$ cat src/rtl/pmon_pkg.sv
// Shared types and default constants for the ring-oscillator process monitor.
// The optional min/max tracking feature is controlled by PMON_MINMAX_EN in
// ro_process_monitor; nothing in this package depends on it.
package pmon_pkg;

  // Measurement sequence: enable and settle the ring, count edges, report.
  typedef enum logic [1:0] {
    IDLE   = 2'd0,
    SETTLE = 2'd1,
    COUNT  = 2'd2,
    DONE   = 2'd3
  } pmon_state_e;

  localparam int PMON_SETTLE_CYC  = 16;
  localparam int PMON_CNT_W       = 16;
  localparam int PMON_SYNC_STAGES = 2;
  localparam int PMON_WINDOW_W    = 12;

  // Larger of two integers, used to size the shared settle/window timer.
  function automatic int pmon_max(input int a, input int b);
    return (a > b) ? a : b;
  endfunction

endpackage

$ cat src/rtl/pmon_sync.sv
// Synchronizer and rising-edge detector for the asynchronous ring-oscillator
// output. ro_i is brought into the clk domain through SYNC_STAGES flops; a
// history flop behind the last stage yields a registered one-cycle pulse per
// 0->1 transition. Total lag from ro_i to edge_o is SYNC_STAGES+1 cycles.
module pmon_sync
  import pmon_pkg::*;
#(
  parameter int SYNC_STAGES = PMON_SYNC_STAGES  // legal range 2..4
) (
  input  logic clk,
  input  logic rst_n,
  input  logic ro_i,
  output logic edge_o
);

  logic [SYNC_STAGES-1:0] sync_q;
  logic                   hist_q;

  // Shift ro_i through the synchronizer and flag each synchronized rising edge.
  always_ff @(posedge clk or negedge rst_n) begin
    if (!rst_n) begin
      sync_q <= '0;
      hist_q <= 1'b0;
      edge_o <= 1'b0;
    end else begin
      // NOTE: non-blocking assignments let every stage sample its neighbour's
      // pre-edge value, so the chain advances exactly one stage per clock.
      sync_q <= {sync_q[SYNC_STAGES-2:0], ro_i};
      hist_q <= sync_q[SYNC_STAGES-1];
      edge_o <= sync_q[SYNC_STAGES-1] & ~hist_q;
    end
  end

endmodule

$ cat src/rtl/ro_process_monitor.sv
// Ring-oscillator process monitor: enables the RO, lets it settle for
// SETTLE_CYC clocks, counts synchronized rising edges over a programmable
// window of clk cycles and reports a saturating count with an overflow flag.
// A single down-counter times both the settle phase and the window.
// Optional feature: define PMON_MINMAX_EN to add running min_o/max_o of the
// reported counts, cleared by clr_minmax_i.
module ro_process_monitor
  import pmon_pkg::*;
#(
  parameter int SYNC_STAGES = PMON_SYNC_STAGES,
  parameter int SETTLE_CYC  = PMON_SETTLE_CYC,
  parameter int WINDOW_W    = PMON_WINDOW_W,
  parameter int CNT_W       = PMON_CNT_W
) (
  input  logic                clk,
  input  logic                rst_n,
  input  logic                start_i,
  input  logic [WINDOW_W-1:0] window_i,
  input  logic                ro_i,
`ifdef PMON_MINMAX_EN
  input  logic                clr_minmax_i,
  output logic [CNT_W-1:0]    min_o,
  output logic [CNT_W-1:0]    max_o,
`endif
  output logic                ro_en_o,
  output logic                busy_o,
  output logic                done_o,
  output logic [CNT_W-1:0]    count_o,
  output logic                ovf_o
);

  // The timer must hold both SETTLE_CYC-1 and the largest window minus one.
  localparam int TMR_W = pmon_max(WINDOW_W, $clog2(SETTLE_CYC) + 1);
  localparam logic [TMR_W-1:0] SETTLE_LOAD = TMR_W'(SETTLE_CYC - 1);

  pmon_state_e         state_q;
  logic [TMR_W-1:0]    tmr_q;
  logic [WINDOW_W-1:0] win_m1_q;   // window length minus one, captured on accept
  logic [WINDOW_W-1:0] win_m1;
  logic [CNT_W-1:0]    cnt_q;      // saturating edge counter
  logic                ovf_q;      // sticky saturation flag for this run
  logic                ro_edge;
  logic                accept;
  logic                tmr_zero;

  pmon_sync #(
    .SYNC_STAGES (SYNC_STAGES)
  ) u_sync (
    .clk    (clk),
    .rst_n  (rst_n),
    .ro_i   (ro_i),
    .edge_o (ro_edge)
  );

  // A zero window is treated as a one-cycle window, so it loads as zero here.
  assign win_m1   = (window_i == '0) ? '0 : window_i - WINDOW_W'(1);
  // Starts are honoured when idle and in the DONE cycle (back-to-back runs).
  assign accept   = start_i && ((state_q == IDLE) || (state_q == DONE));
  assign tmr_zero = (tmr_q == '0);

  // Measurement FSM with shared timer, edge counter and registered outputs.
  always_ff @(posedge clk or negedge rst_n) begin
    if (!rst_n) begin
      state_q  <= IDLE;
      tmr_q    <= '0;
      win_m1_q <= '0;
      cnt_q    <= '0;
      ovf_q    <= 1'b0;
      ro_en_o  <= 1'b0;
      busy_o   <= 1'b0;
      done_o   <= 1'b0;
      count_o  <= '0;
      ovf_o    <= 1'b0;
    end else begin
      done_o <= 1'b0;

      unique case (state_q)
        IDLE: begin
          // Acceptance is handled below, shared with the DONE cycle.
        end

        SETTLE: begin
          // Edges are ignored here; the detector history still tracks ro_i.
          if (tmr_zero) begin
            tmr_q   <= TMR_W'(win_m1_q);
            state_q <= COUNT;
          end else begin
            tmr_q <= tmr_q - TMR_W'(1);
          end
        end

        COUNT: begin
          if (ro_edge) begin
            if (cnt_q == '1) ovf_q <= 1'b1;
            else             cnt_q <= cnt_q + CNT_W'(1);
          end
          if (tmr_zero) state_q <= DONE;
          else          tmr_q   <= tmr_q - TMR_W'(1);
        end

        DONE: begin
          done_o  <= 1'b1;
          count_o <= cnt_q;
          ovf_o   <= ovf_q;
          ro_en_o <= 1'b0;
          busy_o  <= 1'b0;
          state_q <= IDLE;
        end

        default: state_q <= IDLE;
      endcase

      // A new run overrides the IDLE return above; being later in the block,
      // these assignments win, so busy/ro_en never drop on a back-to-back start.
      if (accept) begin
        win_m1_q <= win_m1;
        tmr_q    <= SETTLE_LOAD;
        cnt_q    <= '0;
        ovf_q    <= 1'b0;
        ro_en_o  <= 1'b1;
        busy_o   <= 1'b1;
        state_q  <= SETTLE;
      end
    end
  end

`ifdef PMON_MINMAX_EN
  // Running extremes of reported counts; a clear beats a same-cycle update.
  always_ff @(posedge clk or negedge rst_n) begin
    if (!rst_n) begin
      min_o <= '1;
      max_o <= '0;
    end else if (clr_minmax_i) begin
      min_o <= '1;
      max_o <= '0;
    end else if (state_q == DONE) begin
      if (cnt_q < min_o) min_o <= cnt_q;
      if (cnt_q > max_o) max_o <= cnt_q;
    end
  end
`endif

endmodule

$ cat config.mk
export PLATFORM = sky130hd
export DESIGN_NAME = ro_process_monitor
export DESIGN_NICKNAME = d
export VERILOG_FILES = /design/src/rtl/pmon_pkg.sv /design/src/rtl/pmon_sync.sv /design/src/rtl/ro_process_monitor.sv
export SDC_FILE = /design/constraint.sdc
export NUM_CORES = 1
export LEC_CHECK = 0
export ABC_AREA = 1
export CAP_MARGIN = 5
export CORE_MARGIN = 2
export CORE_UTILIZATION = 55
export DETAILED_ROUTE_END_ITERATION = 16
export HOLD_SLACK_MARGIN = 0.08
export PLACE_DENSITY_LB_ADDON = 0.15
export REMOVE_ABC_BUFFERS = 1
export SKIP_LAST_GASP = 1
export SLEW_MARGIN = 5
export SYNTH_ARGS = -nofsm -noshare
export SYNTH_HDL_FRONTEND = slang
export SYNTH_HIERARCHICAL = 1
export SYNTH_SLANG_ARGS = --single-unit
$ cat constraint.sdc
create_clock -name clk -period 2.1 [get_ports clk]
set_input_delay 0.21 -clock clk [delete_from_list [all_inputs] [get_ports clk]]
set_output_delay 0.21 -clock clk [all_outputs]
set_load 0.005 [all_outputs]
==> run metrics, run 1 <==
Overflow after GRT=0; PD cells=1154 nW/um^2; Detailed Routing Iterations Pass 1=11; slew at the pin with the worst max-slew slack=0.4852 ns; vias in the first global route=3155; worst path cell trace=ha_1 -> nand2_1 -> nor2_2 -> nand2_2 -> nor2_4 -> nor2_2 -> buf_4 -> nand2_1 -> nand2_1 -> clkinv_1 -> nor2_1; failing checks=DRC; post-synthesis simple-gate area fraction=0.3226; Starting Density=0.5743; Tcrit/Tclk final=0.8874; cells after synthesis=486; share of layout cells above drive strength 1=0.1015; routability cong.=0.9456; Avg Inst Size Synth=7.590 sq um; CP max-delay cell=dfrtp_1; antenna-violating nets left=0; Max Root-Sink Buffers=2; vias per inst=5.461; class of the worst hold path=primary input to register; Post-DP Area=4135 sq um; core area=6422 sq um; design area=4350 sq um; IO buf count=35; final net count=552; Horiz. Die Dim=85.89 um; drt initial violations=258; Crit path top cell by count=nand2_1; initial antenna violation count=0; pin count of the biggest net entering global routing=50; Setup-failing EPs final=0; Synth Warn #=6; Leak=2.073 nW; CTS tree=yes; Post-CTS Hold Fix Bufs=1; crit-path max cell delay=0.46 ns; WHS=0.2992 ns; postcts setup bufs=0; reg2reg setup slack=0.24 ns; post-synthesis xor/xnor area fraction=0.02612; Clk Latency, worst-skew pair=0.35 ns; final worst slack=0.2364 ns; Post-Route WL=8037 um; Worst Path Required=2.34 ns; first-pass GRT wire length=14160 um; clk root buf=clkbuf_8; clk sinks=66; CTS buffer count=9; FMAX=536.6 MHz; crit path time final=1.864 ns; Vias=3326; Max Cap Violations=0; post-cts resize count=0; WL/cell=13.20 um; Yosys reg bits=66; RSZ-0062 raised after global routing=no; Hold Vio Cnt, Final=0; CP Class=register to register; register area share after synthesis=0.4478; area occupied by multi-input gates=1739 sq um; Max IR drop VDD=0.7728 mV; Die H=85.89 um; Reg area=1652 sq um; status=finished, violations left; GRT Util Overall=0.2401; pre-CTS setup slack=0.3041 ns; largest family of logic cells by synthesized area=simple AND/OR/NAND/NOR gates; Compound-Gate Fraction of Synth Area=0.09227; Antenna Diode Count=0; H-Tree Depth=3; post-synthesis adder-cell area fraction=0.03053; Yosys cell types=31; # IOs=36; crit path max fanout=17; Max-slew headroom=0.6762; Worst-path clk slew=0.08 ns; critical path's top delay family=simple AND/OR/NAND/NOR gates; die area=7377 sq um; Max Slew Vio Count=0; Fillers=580; final setup skew=0.01242 ns; Layout area overhead=17.94%; # rows=29; mux share of post-synthesis cell area=0; hpwl dp=5762 um; CP Capture Type=register; number of remaining DRC errors=3; cell area after synthesis=3689 sq um; CP arrival=2.11 ns; critical path launch point type=register; Worst Path Buf+Inv=2
## stage by stage
stage | util | instances | setup TNS [ns] | power, mW
2_1_floorplan | - | 473 | -0.2845 | 3.217
3_3_place_gp | 0.6439 | 592 | 0 | 3.857
3_5_place_dp | 0.6439 | 592 | 0 | 3.912
4_1_cts | 0.6774 | 609 | 0 | 5.035
5_1_grt | 0.6774 | 609 | 0 | 5.430
6_report | 0.6774 | 609 | 0 | 5.020
## flip-flops by register name, summed over array words and instances (netlist names)
| signal | count |
|---|---|
| u_sync/hist_q | 1 |
| tmr_q | 12 |
| u_sync/edge_o | 1 |
| done_o | 1 |
| state_q | 2 |
| ovf_o | 1 |
| busy_o | 1 |
| u_sync/sync_q | 2 |
| cnt_q | 16 |
| ovf_q | 1 |
| count_o | 16 |
| win_m1_q | 12 |
## Yosys cell counts
cell type    n  area share
and2_0       1      0.0017
nand3_1     47       0.064
a21oi_4      1      0.0044
inv_1       51       0.052
inv_2        6      0.0061
ha_1         9       0.031
xnor2_1      1      0.0024
o21ai_1     13       0.018
or2_2        2      0.0034
o22ai_1      6       0.010
nor2_4       3      0.0092
o21ai_0     22       0.030
a21oi_1      3      0.0041
xor2_1      10       0.024
nand4_1     17       0.029
buf_6        2      0.0061
o21ai_2     11       0.026
dfrtp_1     66        0.45
buf_4        1      0.0020
buf_2        4      0.0054
nand3_4      1      0.0047
nand2_1    148        0.15
nor3_1       3      0.0041
nor2_1      41       0.042
clkinv_1     3      0.0031
clkbuf_1     4      0.0041
nand3_2      1      0.0027
nand2_2      2      0.0034
buf_1        2      0.0020
nor2_2       4      0.0068
and2_1       1      0.0017
## power breakdown
group | internal (mW) | switching, mW | total, mW | leakage [nW]
Combinational | 0.765 | 1.36 | 2.13 | 1.10
Sequential | 1.57 | 0.228 | 1.79 | 0.874
Clock | 0.611 | 0.485 | 1.10 | 0.0986
Total | 2.94 | 2.08 | 5.02 | 2.07
## path summary, 6_finish.rpt
kind,from,to,cells past startpoint
max,cnt_q[0],cnt_q[12],11
min,ro_i,u_sync/sync_q[0],1
max reg2reg,cnt_q[0],cnt_q[12],11
min reg2reg,u_sync/sync_q[0],u_sync/sync_q[1],0
max in group asynchronous,rst_n,cnt_q[4],3
min in group asynchronous,rst_n,tmr_q[9],2
## cell usage in the layout (no fill, tap or decap)
| cell | count |
|---|---|
| nand2_2 | 2 |
| clkdlybuf4s50_1 | 34 |
| nand2_1 | 148 |
| o21ai_2 | 11 |
| clkinv_2 | 1 |
| nand3_2 | 1 |
| nand3_1 | 47 |
| bufinv_16 | 1 |
| or2_2 | 2 |
| buf_12 | 2 |
| nor2_1 | 41 |
| nand4_1 | 17 |
| xnor2_1 | 1 |
| nor2_2 | 4 |
| dfrtp_1 | 66 |
| clkinv_1 | 3 |
| dlygate4sd3_1 | 1 |
| inv_1 | 51 |
| and2_1 | 1 |
| clkbuf_1 | 1 |
| ha_1 | 9 |
| buf_4 | 5 |
| o21ai_0 | 22 |
| buf_2 | 1 |
| o21ai_1 | 13 |
| and2_0 | 1 |
| nor3_1 | 3 |
| clkbuf_8 | 11 |
| o22ai_1 | 6 |
| xor2_1 | 10 |
| nand3_4 | 1 |
| nor2_4 | 3 |
| a21oi_4 | 1 |
| inv_2 | 6 |
| clkinvlp_4 | 2 |
| a21oi_1 | 3 |
## final cells by class
cell class	count	share of cell area
clock inverters	4	0.01150
clock buffers	12	0.03566
repair buffers	43	0.09951
flip-flops and latches	66	0.3796
multi-input cells	347	0.3998
inverters	60	0.05177
well taps	77	0.02215
## routing by layer
| layer | global-route usage | part of all wire | vias to the layer above |
|---|---|---|---|
| li1 | - | - | 1648 |
| met1 | 0.3470 | 0.49 | 1543 |
| met2 | 0.3559 | 0.44 | 123 |
| met3 | 0.04235 | 0.057 | 12 |
| met4 | 0.1039 | 0.018 | 0 |
| met5 | 0 | 0 | - |
## logic make-up after synthesis
family	after synthesis
simple gates	271
buf+inv	73
flops	66
compound gates	56
xor+xnor	11
fa+ha+maj	9
Power figures use the tool's default switching activity.
==> run 2, diff against run 1 <==
Settings changed: REMOVE_ABC_BUFFERS 1 to not set.
==> run 2 against run 1 <==
The run still ends with DRC left. Wire length rose by 2.2%. Count of clock-buffer cells in the layout shrank 2. Core utilization up 1.1 points. Sequential share of layout area down 0.58 points. First-iteration DRC count rose by 24%. Critical path depth down 1. Critical endpoint is now tmr_q[5]. Highest routed layer unchanged.
==> run metrics, run 2 (synthesis results as in run 1) <==
hpwl dp=5992 um (+4.0%); drt initial violations=319 (+24%); WL/cell=13.51 um (+2.4%); critical path launch point type=register; clk root buf=clkbuf_8; Setup TNS=0 ns (unchanged); Clk Latency, worst-skew pair=0.35 ns (about the same); crit path time final=1.894 ns (+0.03009 ns); Antenna Diode Count=0 (unchanged); FMAX=528.1 MHz (-1.6%); Max IR drop VDD=1.061 mV (+37%); CP arrival=2.17 ns (+0.06 ns); most common cell after layout, fill and taps aside=nand2_1; clk sinks=66 (unchanged); IO buf count=35 (unchanged); Post-DP Area=4128 sq um (-0.18%); failing checks=DRC; syn nets=511; RSZ-0062 raised after global routing=no; crit path max fanout=12 (-5); CTS buffer count=9 (unchanged); Layout area overhead=19.78%; class of the worst hold path=primary input to register; first-pass GRT wire length=14080 um (-0.58%); final net count=551 (-0.18%); CP Class=register to register; Overflow after GRT=0 (unchanged); antenna-violating nets left=0 (unchanged); Max Slew Vio Count=0 (unchanged); initial antenna violation count=0 (unchanged); Leak=2.104 nW (+1.5%); Die H=85.89 um (unchanged); CP Capture Type=register; share of layout cells above drive strength 1=0.1017 (+0.0001912); Post-Route WL=8215 um (+2.2%); die area=7377 sq um (unchanged); number of remaining DRC errors=4 (+1); final setup skew=0.01160 ns (-0.0008176 ns); postcts setup bufs=0 (unchanged); design area=4418 sq um (+1.6%); Largest regs=cnt_q x16, count_o x16; status=finished, violations left; GRT Util Overall=0.2425 (+0.002339); Setup-failing EPs final=0 (unchanged); slew at the pin with the worst max-slew slack=0.4756 ns (-0.009553 ns); Hold Vio Cnt, Final=0 (unchanged); Max-slew headroom=0.6829 (+0.006725); Max Root-Sink Buffers=2 (unchanged); vias in the first global route=3016 (-4.4%); core area=6422 sq um (unchanged); Tcrit/Tclk final=0.9018 (+0.01433); # IOs=36 (unchanged); Detailed Routing Iterations Pass 1=11 (unchanged); Starting Density=0.5743 (unchanged); Worst Path Required=2.38 ns (+0.04 ns); pin count of the biggest net entering global routing=48 (-4.0%); Horiz. Die Dim=85.89 um (unchanged); vias per inst=5.363 (-1.8%); Worst-path clk slew=0.07 ns (about the same); Max Cap Violations=0 (unchanged); routability cong.=0.9121 (-3.5%); # rows=29 (unchanged); PD cells=1220 nW/um^2 (+5.8%); most frequent cells in the layout=148 x nand2_1, 66 x dfrtp_1, 51 x inv_1; H-Tree Depth=3 (unchanged); CTS tree=yes; Vias=3261 (-2.0%)
-- run 2: cell types whose count changed in the layout (fill, tap and decap cells not counted) --
cell / previous run / this run
nor2_2: 4 / 3
nor2_4: 3 / 4
clkinv_2: 1 / 0
clkbuf_1: 1 / 0
clkinvlp_4: 2 / 0
clkinv_4: 0 / 2
buf_4: 5 / 4
bufinv_16: 1 / 4
clkbuf_8: 11 / 10
-- run 2: final timing paths --
| path | startpoint | end | slack, ns | depth (start not counted) |
|---|---|---|---|---|
| min reg2reg | u_sync/sync_q[0] | u_sync/sync_q[1] | 0.36 | 0 |
| max in group asynchronous | rst_n | state_q[0] | 1.15 | 3 |
| max reg2reg | tmr_q[0] | tmr_q[5] | 0.21 | 10 |
| min | ro_i | u_sync/sync_q[0] | 0.31 | 1 |
| min in group asynchronous | rst_n | tmr_q[8] | 0.35 | 2 |
| max | tmr_q[0] | tmr_q[5] | 0.21 | 10 |
-- run 2: cell type report --
type                       count  area [sq um]
sequential                    66          1652
fill                         524          2004
tap                           77         96.34
inverter                      60         225.2
multi-input combinational    347          1744
clock inverter                 6         137.6
clock buffer                  10         137.6
timing repair buffer          42         425.4
-- run 2: routing by layer --
| metal | vias up | global-route usage | wire length, um |
|---|---|---|---|
| li1 | 1642 | - | - |
| met1 | 1484 | 0.3725 | 4001 |
| met2 | 124 | 0.3390 | 3492 |
| met3 | 11 | 0.05486 | 610 |
| met4 | 0 | 0.07937 | 110 |
| met5 | - | 0 | 0 |
-- run 2: stage by stage --
stage	cells	util	power [mW]	setup WS, ns	hold WS (ns)
floorplan	486	-	3.343	0.5032	-0.08559
global placement	591	0.6427	3.885	0.1852	0.1887
detailed placement	591	0.6427	3.940	0.1318	0.1945
CTS	608	0.6871	5.405	0.09875	0.2984
global route	608	0.6879	5.808	0.02612	0.3007
finish	608	0.6879	5.391	0.2063	0.3108
-- run 2: worst max-delay path, stage by stage (launching register included) --
cell and delay, ns:
dfrtp_1 0.41, inv_1 0.15, ha_1 0.19, inv_1 0.04, nor2_1 0.08, nand3_1 0.15
nor2_4 0.17, nand2_2 0.10, a21oi_4 0.34, nand2_1 0.12, nand2_1 0.08
-- run 2: power breakdown --
| part | switching (mW) | internal, mW |
|---|---|---|
| Combinational | 1.37 | 0.775 |
| Clock | 0.507 | 0.945 |
| Sequential | 0.225 | 1.57 |
-- run 2: repair_timing --
action,in CTS,in global routing
gates resized for setup,0,1
endpoints found under the setup margin,0,3
hold endpoints to repair,19,0
hold buffers,1,0
==> run 3, diff against run 2 <==
Settings changed: SETUP_SLACK_MARGIN set to 0.3.
==> run 3 against run 2 <==
The run still ends with DRC left. Sequential power about the same. Clock power about the same. Critical endpoint is now cnt_q[11]. Critical path type unchanged. Core utilization increased by 1.7 points. Worst hold slack got worse by 0.0050 ns. Global-route usage increased by 0.23 points.
==> run metrics, run 3 (synthesis results as in run 1) <==
status=finished, violations left; failing checks=DRC; RSZ-0062 raised after global routing=no; CP arrival=1.95 ns (-0.22 ns); Largest regs=cnt_q x16, count_o x16; design area=4528 sq um (+2.5%); Horiz. Die Dim=85.89 um (unchanged); Max Root-Sink Buffers=2 (unchanged); Layout area overhead=22.76%; Comb power frac=0.420 (+0.021); drt initial violations=296 (-7.2%); Tcrit/Tclk final=0.8117 (-0.09009); final worst slack=0.3955 ns (+0.1892 ns); vias in the first global route=3053 (+1.2%); Hold Vio Cnt, Final=0 (unchanged); GRT Util Overall=0.2447 (+0.002256); clk sinks=66 (unchanged); crit path max fanout=17 (+5); placed insts=591 (unchanged); most common cell after layout, fill and taps aside=nand2_1; Setup-failing EPs final=0 (unchanged); clock share of power=0.260 (-0.009); worst r2r src=cnt_q[1]; initial antenna violation count=0 (unchanged); fin util=0.7050 (+0.01714); Detailed Routing Iterations Pass 1=11 (unchanged); CP startpoint=cnt_q[1]; Max IR drop VDD=0.8977 mV (-15%); Vias=3288 (+0.83%); Antenna Diode Count=0 (unchanged); Die H=85.89 um (unchanged); Starting Density=0.5743 (unchanged); pre-CTS setup slack=0.1318 ns (unchanged); critical path launch point type=register; Pwr Total=5.597 mW (+3.8%); Setup TNS=0 ns (unchanged); antenna-violating nets left=0 (unchanged); Max-slew headroom=0.6800 (-0.002952); Seq pwr share=0.320 (-0.012); clk root buf=clkbuf_8; most frequent cells in the layout=147 x nand2_1, 65 x dfrtp_1, 50 x inv_1; # rows=29 (unchanged); Fillers=511 (-2.5%); pin count of the biggest net entering global routing=48 (unchanged); Max Cap Violations=0 (unchanged); Non-Filler Instances=615 (+1.2%); crit path time final=1.704 ns (-0.1892 ns); H-Tree Depth=3 (unchanged); routability cong.=0.9121 (unchanged); die area=7377 sq um (unchanged); final setup skew=0.009818 ns (-0.001780 ns); PD cells=1236 nW/um^2 (+1.3%); # IOs=36 (unchanged); share of layout cells above drive strength 1=0.1283 (+0.02656); number of remaining DRC errors=4 (unchanged); core area=6422 sq um (unchanged); class of the worst hold path=primary input to register; first-pass GRT wire length=14210 um (+0.93%); syn nets=511 (unchanged); Overflow after GRT=0 (unchanged); Worst Path Required=2.35 ns (-0.03 ns); reg2reg setup slack=0.40 ns (+0.19 ns); slew at the pin with the worst max-slew slack=0.4800 ns (+0.004427 ns); hpwl dp=5992 um (unchanged); IO buf count=35 (unchanged); Clk Latency, worst-skew pair=0.35 ns (about the same); Leak=2.142 nW (+1.8%); CTS buffer count=9 (unchanged); Worst-path clk slew=0.08 ns (about the same); CP Class=register to register; sw frac=0.3884 (-0.002061); Int Power=3.423 mW (+4.2%); CTS tree=yes; Post-DP Area=4128 sq um (unchanged); FMAX=586.7 MHz (+11%); final net count=558 (+1.3%); R2R depth=9 (-1); Post-Route WL=8402 um (+2.3%); WL/cell=13.66 um (+1.1%); WHS=0.3058 ns (-0.005035 ns); Max Slew Vio Count=0 (unchanged); CP Capture Type=register; CP endpoint=cnt_q[11]; vias per inst=5.346 (-0.32%); R2R Path End=cnt_q[11]; Psw=2.174 mW (+3.3%)
-- run 3: cell types whose count changed in the layout (fill, tap and decap cells not counted), sizes merged --
cell	change
buf	+7
-- run 3: how the worst min path moves through the flow --
| stage | start | end | slack (ns) | cells after the start |
|---|---|---|---|---|
| floorplan | rst_n | busy_o | -0.09 | 0 |
| global placement | rst_n | tmr_q[6] | 0.19 | 1 |
| detailed placement | rst_n | tmr_q[6] | 0.19 | 1 |
| CTS | ro_i | u_sync/sync_q[0] | 0.30 | 1 |
| global route | ro_i | u_sync/sync_q[0] | 0.30 | 1 |
| finish | ro_i | u_sync/sync_q[0] | 0.31 | 1 |
-- run 3: critical path, cell delays in order (launching register included) --
cell	delay, ns
dfrtp_1	0.41
ha_2	0.24
nand2_1	0.09
nor2_2	0.15
nand2_2	0.11
nor2_4	0.18
nor2_4	0.06
buf_12	0.15
a21oi_1	0.13
nor2_1	0.06
-- run 3: metal layers --
metal | vias to the layer above | track usage | wire length (um)
li1 | 1657 | - | -
met1 | 1503 | 0.3751 | 4157
met2 | 116 | 0.3432 | 3561
met3 | 12 | 0.05486 | 568
met4 | 0 | 0.08081 | 114
met5 | - | 0 | 0
-- run 3: area by class of cell --
| class | count | area [sq um] | share of cell area |
|---|---|---|---|
| Clock buffer | 10 | 137.6 | 0.03040 |
| Tap cell | 77 | 96.34 | 0.02128 |
| Inverter | 60 | 227.7 | 0.05029 |
| Multi-Input combinational cell | 347 | 1773 | 0.3915 |
| Timing Repair Buffer | 49 | 503.0 | 0.1111 |
| Clock inverter | 6 | 137.6 | 0.03040 |
| Sequential cell | 66 | 1653 | 0.3650 |
-- run 3: power by group through the flow --
stage               combinational (mW)  sequential [mW]  clock [mW]
floorplan                         1.58             1.76           0
global placement                  2.09             1.80           0
detailed placement                2.13             1.81           0
CTS                               2.24             1.78        1.47
global route                      2.68             1.83        1.52
finish                            2.35             1.79        1.46
-- run 3: what timing repair did --
item	in CTS	in global routing
setup buffers	2	5
hold buffers	1	0
gates resized for setup	1	11
endpoints found under the hold margin	19	0
setup endpoints to repair	26	29
pin swaps	1	3
